--- src/rtl/alu_cmd_sequencer.sv ---
// alu_cmd_sequencer: initiator side of the registered 3-bit ALU interface.
// It takes one host command at a time, drives the ALU from held registers,
// waits ALU_LATENCY edges, then captures the ALU result into a response
// register that is returned over a valid/ready handshake.
// Optional build macro: ALU_SEQ_STATS_EN adds saturating command and
// invalid-response counters (stat_cmds, stat_invalid).
module alu_cmd_sequencer #(
   parameter int ALU_LATENCY = 2
) (
   input  logic        clk,
   input  logic        rst,
   input  logic        cmd_valid,
   output logic        cmd_ready,
   input  logic [2:0]  cmd_a,
   input  logic [2:0]  cmd_b,
   input  logic [2:0]  cmd_opcode,
   input  logic [6:0]  cmd_ctrl,
   output logic [2:0]  A,
   output logic [2:0]  B,
   output logic [2:0]  opcode,
   output logic        cin,
   output logic        serial_in,
   output logic        direction,
   output logic        red_op_A,
   output logic        red_op_B,
   output logic        bypass_A,
   output logic        bypass_B,
   input  logic [5:0]  alu_out,
   input  logic [15:0] alu_leds,
   output logic        rsp_valid,
   input  logic        rsp_ready,
   output logic [5:0]  rsp_out,
   output logic        rsp_invalid
`ifdef ALU_SEQ_STATS_EN
   ,
   output logic [15:0] stat_cmds,
   output logic [15:0] stat_invalid
`endif
);

   typedef enum logic [1:0] {
      ST_IDLE = 2'd0,
      ST_WAIT = 2'd1,
      ST_RESP = 2'd2
   } state_t;

   localparam logic [3:0] LAT = 4'(ALU_LATENCY);

   // The wait counter is 4 bits wide, so only latencies 1..15 are representable.
   if ((ALU_LATENCY < 1) || (ALU_LATENCY > 15)) begin : g_bad_latency
      $error("alu_cmd_sequencer: ALU_LATENCY must be in 1..15");
   end

   state_t     state_r;
   logic [3:0] cnt_r;
   logic       accept_s;
   logic       rsp_hs_s;

   assign cmd_ready = (state_r == ST_IDLE);
   assign accept_s  = cmd_valid & cmd_ready;
   assign rsp_hs_s  = rsp_valid & rsp_ready;

   // Command/response FSM; ALU-facing registers change only on accept so
   // shift/rotate history in the ALU is never disturbed while idle.
   always_ff @(posedge clk or negedge rst) begin
      if (!rst) begin
         state_r     <= ST_IDLE;
         cnt_r       <= 4'd0;
         A           <= 3'd0;
         B           <= 3'd0;
         opcode      <= 3'd0;
         cin         <= 1'b0;
         serial_in   <= 1'b0;
         direction   <= 1'b0;
         red_op_A    <= 1'b0;
         red_op_B    <= 1'b0;
         bypass_A    <= 1'b0;
         bypass_B    <= 1'b0;
         rsp_valid   <= 1'b0;
         rsp_out     <= 6'd0;
         rsp_invalid <= 1'b0;
      end else begin
         case (state_r)
            ST_IDLE: begin
               if (accept_s) begin
                  A         <= cmd_a;
                  B         <= cmd_b;
                  opcode    <= cmd_opcode;
                  cin       <= cmd_ctrl[0];
                  serial_in <= cmd_ctrl[1];
                  direction <= cmd_ctrl[2];
                  red_op_A  <= cmd_ctrl[3];
                  red_op_B  <= cmd_ctrl[4];
                  bypass_A  <= cmd_ctrl[5];
                  bypass_B  <= cmd_ctrl[6];
                  cnt_r     <= LAT;
                  state_r   <= ST_WAIT;
               end
            end
            ST_WAIT: begin
               cnt_r <= cnt_r - 4'd1;
               if (cnt_r == 4'd1) begin
                  rsp_out     <= alu_out;
                  rsp_invalid <= |alu_leds;
                  rsp_valid   <= 1'b1;
                  state_r     <= ST_RESP;
               end
            end
            ST_RESP: begin
               if (rsp_hs_s) begin
                  rsp_valid <= 1'b0;
                  state_r   <= ST_IDLE;
               end
            end
            default: begin
               rsp_valid <= 1'b0;
               cnt_r     <= 4'd0;
               state_r   <= ST_IDLE;
            end
         endcase
      end
   end

`ifdef ALU_SEQ_STATS_EN
   function automatic logic [15:0] sat_inc(input logic [15:0] v);
      return (v == 16'hFFFF) ? v : (v + 16'd1);
   endfunction

   // Saturating counts of accepted commands and of invalid responses handed back.
   always_ff @(posedge clk or negedge rst) begin
      if (!rst) begin
         stat_cmds    <= 16'd0;
         stat_invalid <= 16'd0;
      end else begin
         if (accept_s) begin
            stat_cmds <= sat_inc(stat_cmds);
         end
         if (rsp_hs_s && rsp_invalid) begin
            stat_invalid <= sat_inc(stat_invalid);
         end
      end
   end
`endif

endmodule
--- config.mk ---
export PLATFORM = sky130hd
export DESIGN_NAME = alu_cmd_sequencer
export DESIGN_NICKNAME = d
export VERILOG_FILES = /design/src/rtl/alu_cmd_sequencer.sv
export SDC_FILE = /design/constraint.sdc
export NUM_CORES = 1
export LEC_CHECK = 0
export CAP_MARGIN = 20
export CORE_UTILIZATION = 35
export CTS_BUF_LIST = sky130_fd_sc_hd__clkbuf_8 sky130_fd_sc_hd__clkbuf_16
export CTS_CLUSTER_SIZE = 14
export DETAILED_ROUTE_END_ITERATION = 10
export PLACE_DENSITY = 0.72
export SYNTH_ARGS = -nofsm -noshare
export SYNTH_HDL_FRONTEND = slang
export SYNTH_SLANG_ARGS = --single-unit
--- constraint.sdc ---
create_clock -name clk -period 2.1 [get_ports clk]
set_input_delay 0.42 -clock clk [delete_from_list [all_inputs] [get_ports clk]]
set_output_delay 0.42 -clock clk [all_outputs]
set_load 0.02 [all_outputs]
==> metrics.md, run 1 <==
| Metric | Value |
|---|---|
| Critical setup path kind | `reg -> out` |
| IO Port Bufs | `66` |
| Vias in the first global route | `around 1000` |
| Crit path max fanout | `10` |
| DR DRC count | `0` |
| LEAKAGE | `slightly below 0.9 nW` |
| Share of cells above drive strength 1 | `0.1195` |
| Power density over the cells | `~1400 nW/µm²` |
| Share of the synthesized area in the top cell type | `0.5797` |
| Final WL | `2829 µm` |
| Reg area | `between 700 and 800 µm²` |
| Clock tree buffer depth | `2` |
| CTS sink cnt | `30` |
| Peak Freq | `between 0.5 and 0.6 GHz` |
| Global-route wire length before repair | `4761 µm` |
| CTS tree | `yes` |
| Met3 Usage GRT | `0.04927` |
| GRT Util Overall | `0.1610` |
| Area leader, netlist | `dfrtp_1` |
| Footprint of the multi-input gates | `between 400 and 500 µm²` |
| Crit path required time | `about 1.7 ns` |
| Peak VDD IR | `0.6148 mV` |
| Reg-to-Reg Start | `cnt_r[1]` |
| YS warnings | `0` |
| Die width | `about 63 µm` |
| Mapped Area | `~1300 µm²` |
| Total CTS buffers | `5` |
| WP data arrival | `~1.5 ns` |
| RePlAce Congestion | `roughly 0.77` |
| Post-CTS setup buffer count | `0` |
| Largest net degree at the start of global routing | `31` |
| CTS root buffer | `clkbuf_8` |
| Crit end category | `output port` |
| Synth area leaders | `dfrtp_1 58%, mux2_1 12%, mux2_4 10%` |
| Post-synthesis cell count | `90` |
| Hold path depth | `1` |
| Area grow syn2layout | `59.71%` |
| Reg2reg setup slack | `roughly 0.34 ns` |
| Critical Path Source | `state_r[0]` |
| Starting Density | `0.3762` |
| Hold EP | `opcode[2]` |
| Final worst path period need | `between 1.5 and 2 ns` |
| Final layout net count | `204` |
| Post-synthesis register bit count | `30` |
| Synth Area per Inst | `about 14 µm²` |
| Drt pass-1 iters | `4` |
| Reg2reg path depth | `5` |
| Vias per std cell | `4.790` |
| IO Count | `67` |
| Met2 Resource Use GR | `0.2717` |
| Total core area | `~3400 µm²` |
| Initial antenna violation count | `0` |
| Number of library cell types mapped by synthesis | `25` |
| HP Class | `reg -> reg` |
| Die ar. | `slightly below 4000 µm²` |
| CTS-repair resized insts | `0` |
| Fin crit share | `0.9085` |
| Final setup fails | `0` |
| Initial DRC Count | `52` |
| Final Hold Viols | `0` |
| Hold buffers post-CTS | `0` |
| Total number of vias | `~980` |
| RSZ-0062 raised after global routing | `no` |
| Fill count | `292` |
| Slowest stage delay, CP | `0.61 ns` |
| GR Util met1 | `0.1804` |
| Max-Cap Viols | `0` |
| RR Endpoint | `rsp_out[4]` |
| Hold slack | `0.4849 ns` |
| Chip Height | `~63 µm` |
| Synthesized Nets | `134` |
| Clk Latency, worst-skew pair | `0.28 ns` |
| Routed Antenna Nets | `0` |
| Least-Margin Pin Slew | `0.3708 ns` |
| Startpoint Class | `register` |
| Register area share after synthesis | `0.5797` |
| Wirelength per Cell | `13.80 µm` |
| Min-delay src | `opcode[2]` |
| Status | `complete, no violations` |
| CP max-delay cell | `clkdlybuf4s50_1` |
| Critical-path cell list | `nor2_2 -> clkdlybuf4s50_1` |
| Antenna Cells | `0` |
| Setup_tns | `0 ns` |
| CTS H-tree depth | `2` |
| CTS clk-pin slew, worst paths | `~0.06 ns` |
| Skew final | `around 0.0039 ns` |
| Dpl hpwl | `around 2200 µm` |
| Total grt overflow | `0` |
| Slew headroom | `0.7528` |
| Site Rows | `21` |
| Slew Viols, Final | `0` |
| GRT busiest layer | `met2` |
## where the power goes
group,switching (W),internal [W]
combinational,0.000640,0.000804
sequential,0.000194,0.000859
clock,0.000188,0.000252
total,0.00102,0.00192
## worst max-delay path, delay by kind of cell, from the launching register on
family | cells | cell delay, ns
buffers and inverters | 1 | 0.61
flip-flops | 1 | 0.47
AND/OR/NAND/NOR | 1 | 0.13
## cell families after synthesis
group / after synthesis / share of synthesized area
multiplexers: 23 / 0.2261
adder cells (fa/ha/maj): 2 / 0.01932
AO/OA/AOI/OAI: 11 / 0.05507
buffers and inverters: 7 / 0.03575
AND/OR/NAND/NOR: 15 / 0.07054
flip-flops: 30 / 0.5797
XOR/XNOR: 2 / 0.01353
## area by class of cell
cell class	instances	area share
Timing Repair Buffer	67	0.3230
Inverter	3	0.005445
Tap cell	46	0.02783
Multi-Input combinational cell	53	0.2408
Clock buffer	6	0.03993
Sequential cell	30	0.3630
## routing by layer
metal  part of all wire  up-vias
met5                  0        -
met4              0.024        0
met3              0.040        8
met2               0.54       21
met1               0.40      499
li1                   -      454
## cells in the final DEF, fill, tap and decap left out, types with 2 or more instances in the layout
cell / count
clkdlybuf4s50_1: 66
dfrtp_1: 30
ha_1: 2
clkbuf_8: 6
o21ai_0: 2
a21o_1: 2
a21oi_1: 3
nor4_1: 4
mux2_4: 9
inv_1: 3
nand2_1: 2
xnor2_1: 2
nor2_1: 2
o2bb2ai_1: 2
mux2_1: 14
## synth_stat cells
master	number
nor4_1	4
buf_6	2
inv_1	3
o22ai_1	1
nor3_1	1
dfrtp_1	30
ha_1	2
buf_2	1
buf_4	1
nor3b_2	1
o2bb2ai_1	2
nor2_2	1
o21ai_0	2
nand2b_1	1
a21oi_1	3
o21bai_1	1
nand4_1	1
and3_1	1
nand2_1	2
mux2_4	9
a21o_1	2
and2_4	1
nor2_1	2
xnor2_1	2
mux2_1	14
## worst max path at each step
stage | slack, ns | cells past startpoint | to
global route | 0.13 | 2 | cmd_ready
floorplan | 0.51 | 6 | A[0]
finish | 0.19 | 2 | cmd_ready
detailed placement | 0.33 | 3 | B[2]
global placement | 0.39 | 3 | direction
CTS | 0.18 | 2 | cmd_ready
## sequential cells by signal (all words and copies together) (netlist names), 2 cells and up
signal   cells
rsp_out      6
state_r      2
opcode       3
B            3
cnt_r        4
A            3
## metrics by stage
step                  util  total power (W)  setup slack, ns  area [µm²]  std cells
floorplan                -         0.001875           0.5102        1295         90
global placement    0.5769         0.002477           0.3895        1986        199
detailed placement  0.5769         0.002522           0.3293        1986        199
CTS                 0.6009         0.002981           0.1786        2068        205
global route        0.6009         0.003125           0.1318        2068        205
finish              0.6009         0.002937           0.1921        2068        205
Note: power is estimated with default switching activity, not from simulation.
==> run 2: changes to the inputs <==
SLEW_MARGIN = 20   (was default)
==> results of run 2 <==
Same layout as run 1: the final DEF is identical, and so are final timing and power.
==> run 3: changes to the inputs <==
==> constraint.sdc (replaced) <==
create_clock -name clk -period 2.1 [get_ports clk]
set_input_delay 0.63 -clock clk [delete_from_list [all_inputs] [get_ports clk]]
set_output_delay 0.63 -clock clk [all_outputs]
set_load 0.02 [all_outputs]
==> run 3 against run 2 <==
  * Clock skew shrank 0.0016 ns
  * Critical path depth shrank 1
  * Die area is the same
  * Critical endpoint is now rsp_valid
  * Largest power group unchanged
  * Highest routed layer unchanged
==> metrics.md, run 3 (synthesis gave the netlist of run 1 again) <==
| Metric | Value |
|---|---|
| Setup_tns | `0 ns (unchanged)` |
| Reg2reg setup slack | `0.33 ns (was 0.34 ns)` |
| Initial antenna violation count | `0 (unchanged)` |
| Most frequent cells in the layout | `65 x clkdlybuf4s50_1, 30 x dfrtp_1, 14 x mux2_1, 9 x mux2_4, 6 x clkbuf_8 (was 66 x clkdlybuf4s50_1, 30 x dfrtp_1, 14 x mux2_1, 9 x mux2_4, 6 x clkbuf_8)` |
| Commonest non-fill, non-tap cell in the layout | `clkdlybuf4s50_1 (unchanged)` |
| Site Rows | `21 (unchanged)` |
| Critical setup path kind | `reg -> out (unchanged)` |
| Total number of vias | `964 (was 982)` |
| Max FFs per register | `6 (unchanged)` |
| Total grt overflow | `0 (unchanged)` |
| Met2 Resource Use GR | `0.2894 (was 0.2717)` |
| Critical-path cell list | `clkdlybuf4s50_1 (was nor2_2 -> clkdlybuf4s50_1)` |
| Largest regs | `rsp_out (6), cnt_r (4) (unchanged)` |
| Vias in the first global route | `1060 (was 1014)` |
| Crit end category | `output port (unchanged)` |
| Final setup fails | `0 (unchanged)` |
| Crit path max fanout | `4 (was 10)` |
| Power density over the cells | `1417 nW/µm² (was 1420 nW/µm²)` |
| RePlAce Congestion | `0.7545 (was 0.7744)` |
| Reg-to-Reg Start | `cnt_r[1] (unchanged)` |
| LEAKAGE | `0.8799 nW (was 0.8730 nW)` |
| CTS tree | `yes (unchanged)` |
| Status | `complete, no violations (unchanged)` |
| Share of cells above drive strength 1 | `0.1250 (was 0.1195)` |
| Hold path depth | `1 (unchanged)` |
| Vias per std cell | `4.680 (was 4.790)` |
| Worst path depth | `1 (was 2)` |
| Die ar. | `3947 µm² (unchanged)` |
| DR DRC count | `0 (unchanged)` |
| Reg2reg path depth | `5 (unchanged)` |
| Crit path required time | `1.47 ns (was 1.68 ns)` |
| Starting Density | `0.3762 (unchanged)` |
| CTS sink cnt | `30 (unchanged)` |
| Drt pass-1 iters | `4 (unchanged)` |
| Antenna Cells | `0 (unchanged)` |
| Worst Setup EP | `rsp_valid (was cmd_ready)` |
| CP max-delay cell | `clkdlybuf4s50_1 (unchanged)` |
| CTS H-tree depth | `2 (unchanged)` |
| Global-route wire length before repair | `4788 µm (was 4761 µm)` |
| GR Util met1 | `0.1672 (was 0.1804)` |
| Slowest stage delay, CP | `0.61 ns (about the same)` |
| Peak Freq | `0.5284 GHz (was 0.5241 GHz)` |
| Final layout net count | `205 (was 204)` |
| Total core area | `3442 µm² (unchanged)` |
| Critical path buffer and inverter count | `1 (unchanged)` |
| Skew final | `0.002259 ns (was 0.003873 ns)` |
| Dpl hpwl | `2212 µm (was 2188 µm)` |
| Final Hold Viols | `0 (unchanged)` |
| Reg with most FFs | `rsp_out (unchanged)` |
| Critical Path Source | `rsp_valid (was state_r[0])` |
| RR Endpoint | `rsp_out[0] (was rsp_out[4])` |
| Largest net degree at the start of global routing | `31 (unchanged)` |
| Routed Antenna Nets | `0 (unchanged)` |
| CTS root buffer | `clkbuf_8 (unchanged)` |
| Total CTS buffers | `5 (unchanged)` |
| Slew headroom | `0.7532 (was 0.7528)` |
| GRT Util Overall | `0.1636 (was 0.1610)` |
| Final WL | `2836 µm (was 2829 µm)` |
| Cell family with most CP delay | `buffers and inverters (unchanged)` |
| Chip Height | `62.83 µm (unchanged)` |
| Wirelength per Cell | `13.77 µm (was 13.80 µm)` |
| Least-Margin Pin Slew | `0.3702 ns (was 0.3708 ns)` |
| Clk Latency, worst-skew pair | `0.27 ns (was 0.28 ns)` |
| Slew Viols, Final | `0 (unchanged)` |
| CTS clk-pin slew, worst paths | `0.05 ns (was 0.06 ns)` |
| IO Count | `67 (unchanged)` |
| Placed Cells | `200 (was 199)` |
| Met3 Usage GRT | `0.04745 (was 0.04927)` |
| IO Port Bufs | `66 (unchanged)` |
| Fill count | `293 (was 292)` |
| Hold slack | `0.4848 ns (was 0.4849 ns)` |
| Max-Cap Viols | `0 (unchanged)` |
| GRT busiest layer | `met2 (unchanged)` |
| Post-route insts no fill | `206 (was 205)` |
| Util after Layout | `0.6027 (was 0.6009)` |
| Peak VDD IR | `0.7153 mV (was 0.6148 mV)` |
| WP data arrival | `1.26 ns (was 1.49 ns)` |
| Final worst path period need | `1.892 ns (was 1.908 ns)` |
| Startpoint Class | `register (unchanged)` |
| Fin crit share | `0.9012 (was 0.9085)` |
| Area grow syn2layout | `60.19% (was 59.71%)` |
| Clock tree buffer depth | `2 (unchanged)` |
| Die width | `62.83 µm (unchanged)` |
| Initial DRC Count | `46 (was 52)` |
| RSZ-0062 raised after global routing | `no (unchanged)` |
| HP Class | `reg -> reg (unchanged)` |
## run 3: cell types whose count changed in the layout (fill, tap and decap cells not counted), sizes merged
cell | previous run | this run
buf | 1 | 2
dlygate4sd2 | 0 | 1
clkdlybuf4s50 | 66 | 65
## run 3: power by group
group          internal (W)  switching (W)  total [W]  leakage [nW]
clock network      0.000252       0.000187   0.000439        0.0431
logic              0.000809       0.000660    0.00147         0.485
registers          0.000859       0.000173    0.00103         0.351
total               0.00192        0.00102    0.00294         0.880
## run 3: repair_timing
action,4_1_cts,5_1_grt
buffers inserted,0,0
gates resized for setup,1,0
hold buffers,0,0
endpoints found under the setup margin,1,0
## run 3: worst min-delay path by stage
| stage | from | to | slack [ns] |
|---|---|---|---|
| after floorplan | rst | A[0] | 0.33 |
| after global placement | rsp_invalid | rsp_invalid | 0.47 |
| after detailed placement | opcode[2] | opcode[2] | 0.48 |
| after CTS | rsp_out[3] | rsp_out[3] | 0.49 |
| after global routing | rsp_out[2] | rsp_out[2] | 0.51 |
| final | red_op_A | red_op_A | 0.48 |
## run 3: metrics by stage
| stage | setup slack, ns | total power (W) | instance area (µm²) |
|---|---|---|---|
| after floorplan | 0.5102 | 0.001875 | 1295 |
| after global placement | 0.1686 | 0.002491 | 1993 |
| after detailed placement | 0.1262 | 0.002529 | 1993 |
| after CTS | 0.1936 | 0.002979 | 2074 |
| after global routing | 0.1425 | 0.003133 | 2074 |
| final | 0.2076 | 0.002939 | 2074 |
## run 3: final cells by class
class	count	area, µm²	share of cell area
clock buffers	6	82.58	0.03981
inverters	3	11.26	0.005428
multi-input cells	53	498.0	0.2400
flip-flops and latches	30	750.7	0.3619
well taps	46	57.56	0.02774
repair buffers	68	674.4	0.3251
## run 3: layer usage
layer  share of wire  vias to the layer above  wire [µm]
li1                -                      456          -
met5               0                        -          0
met4           0.027                        0         76
met1            0.40                      475       1127
met3           0.044                        8        124
met2            0.53                       25       1507
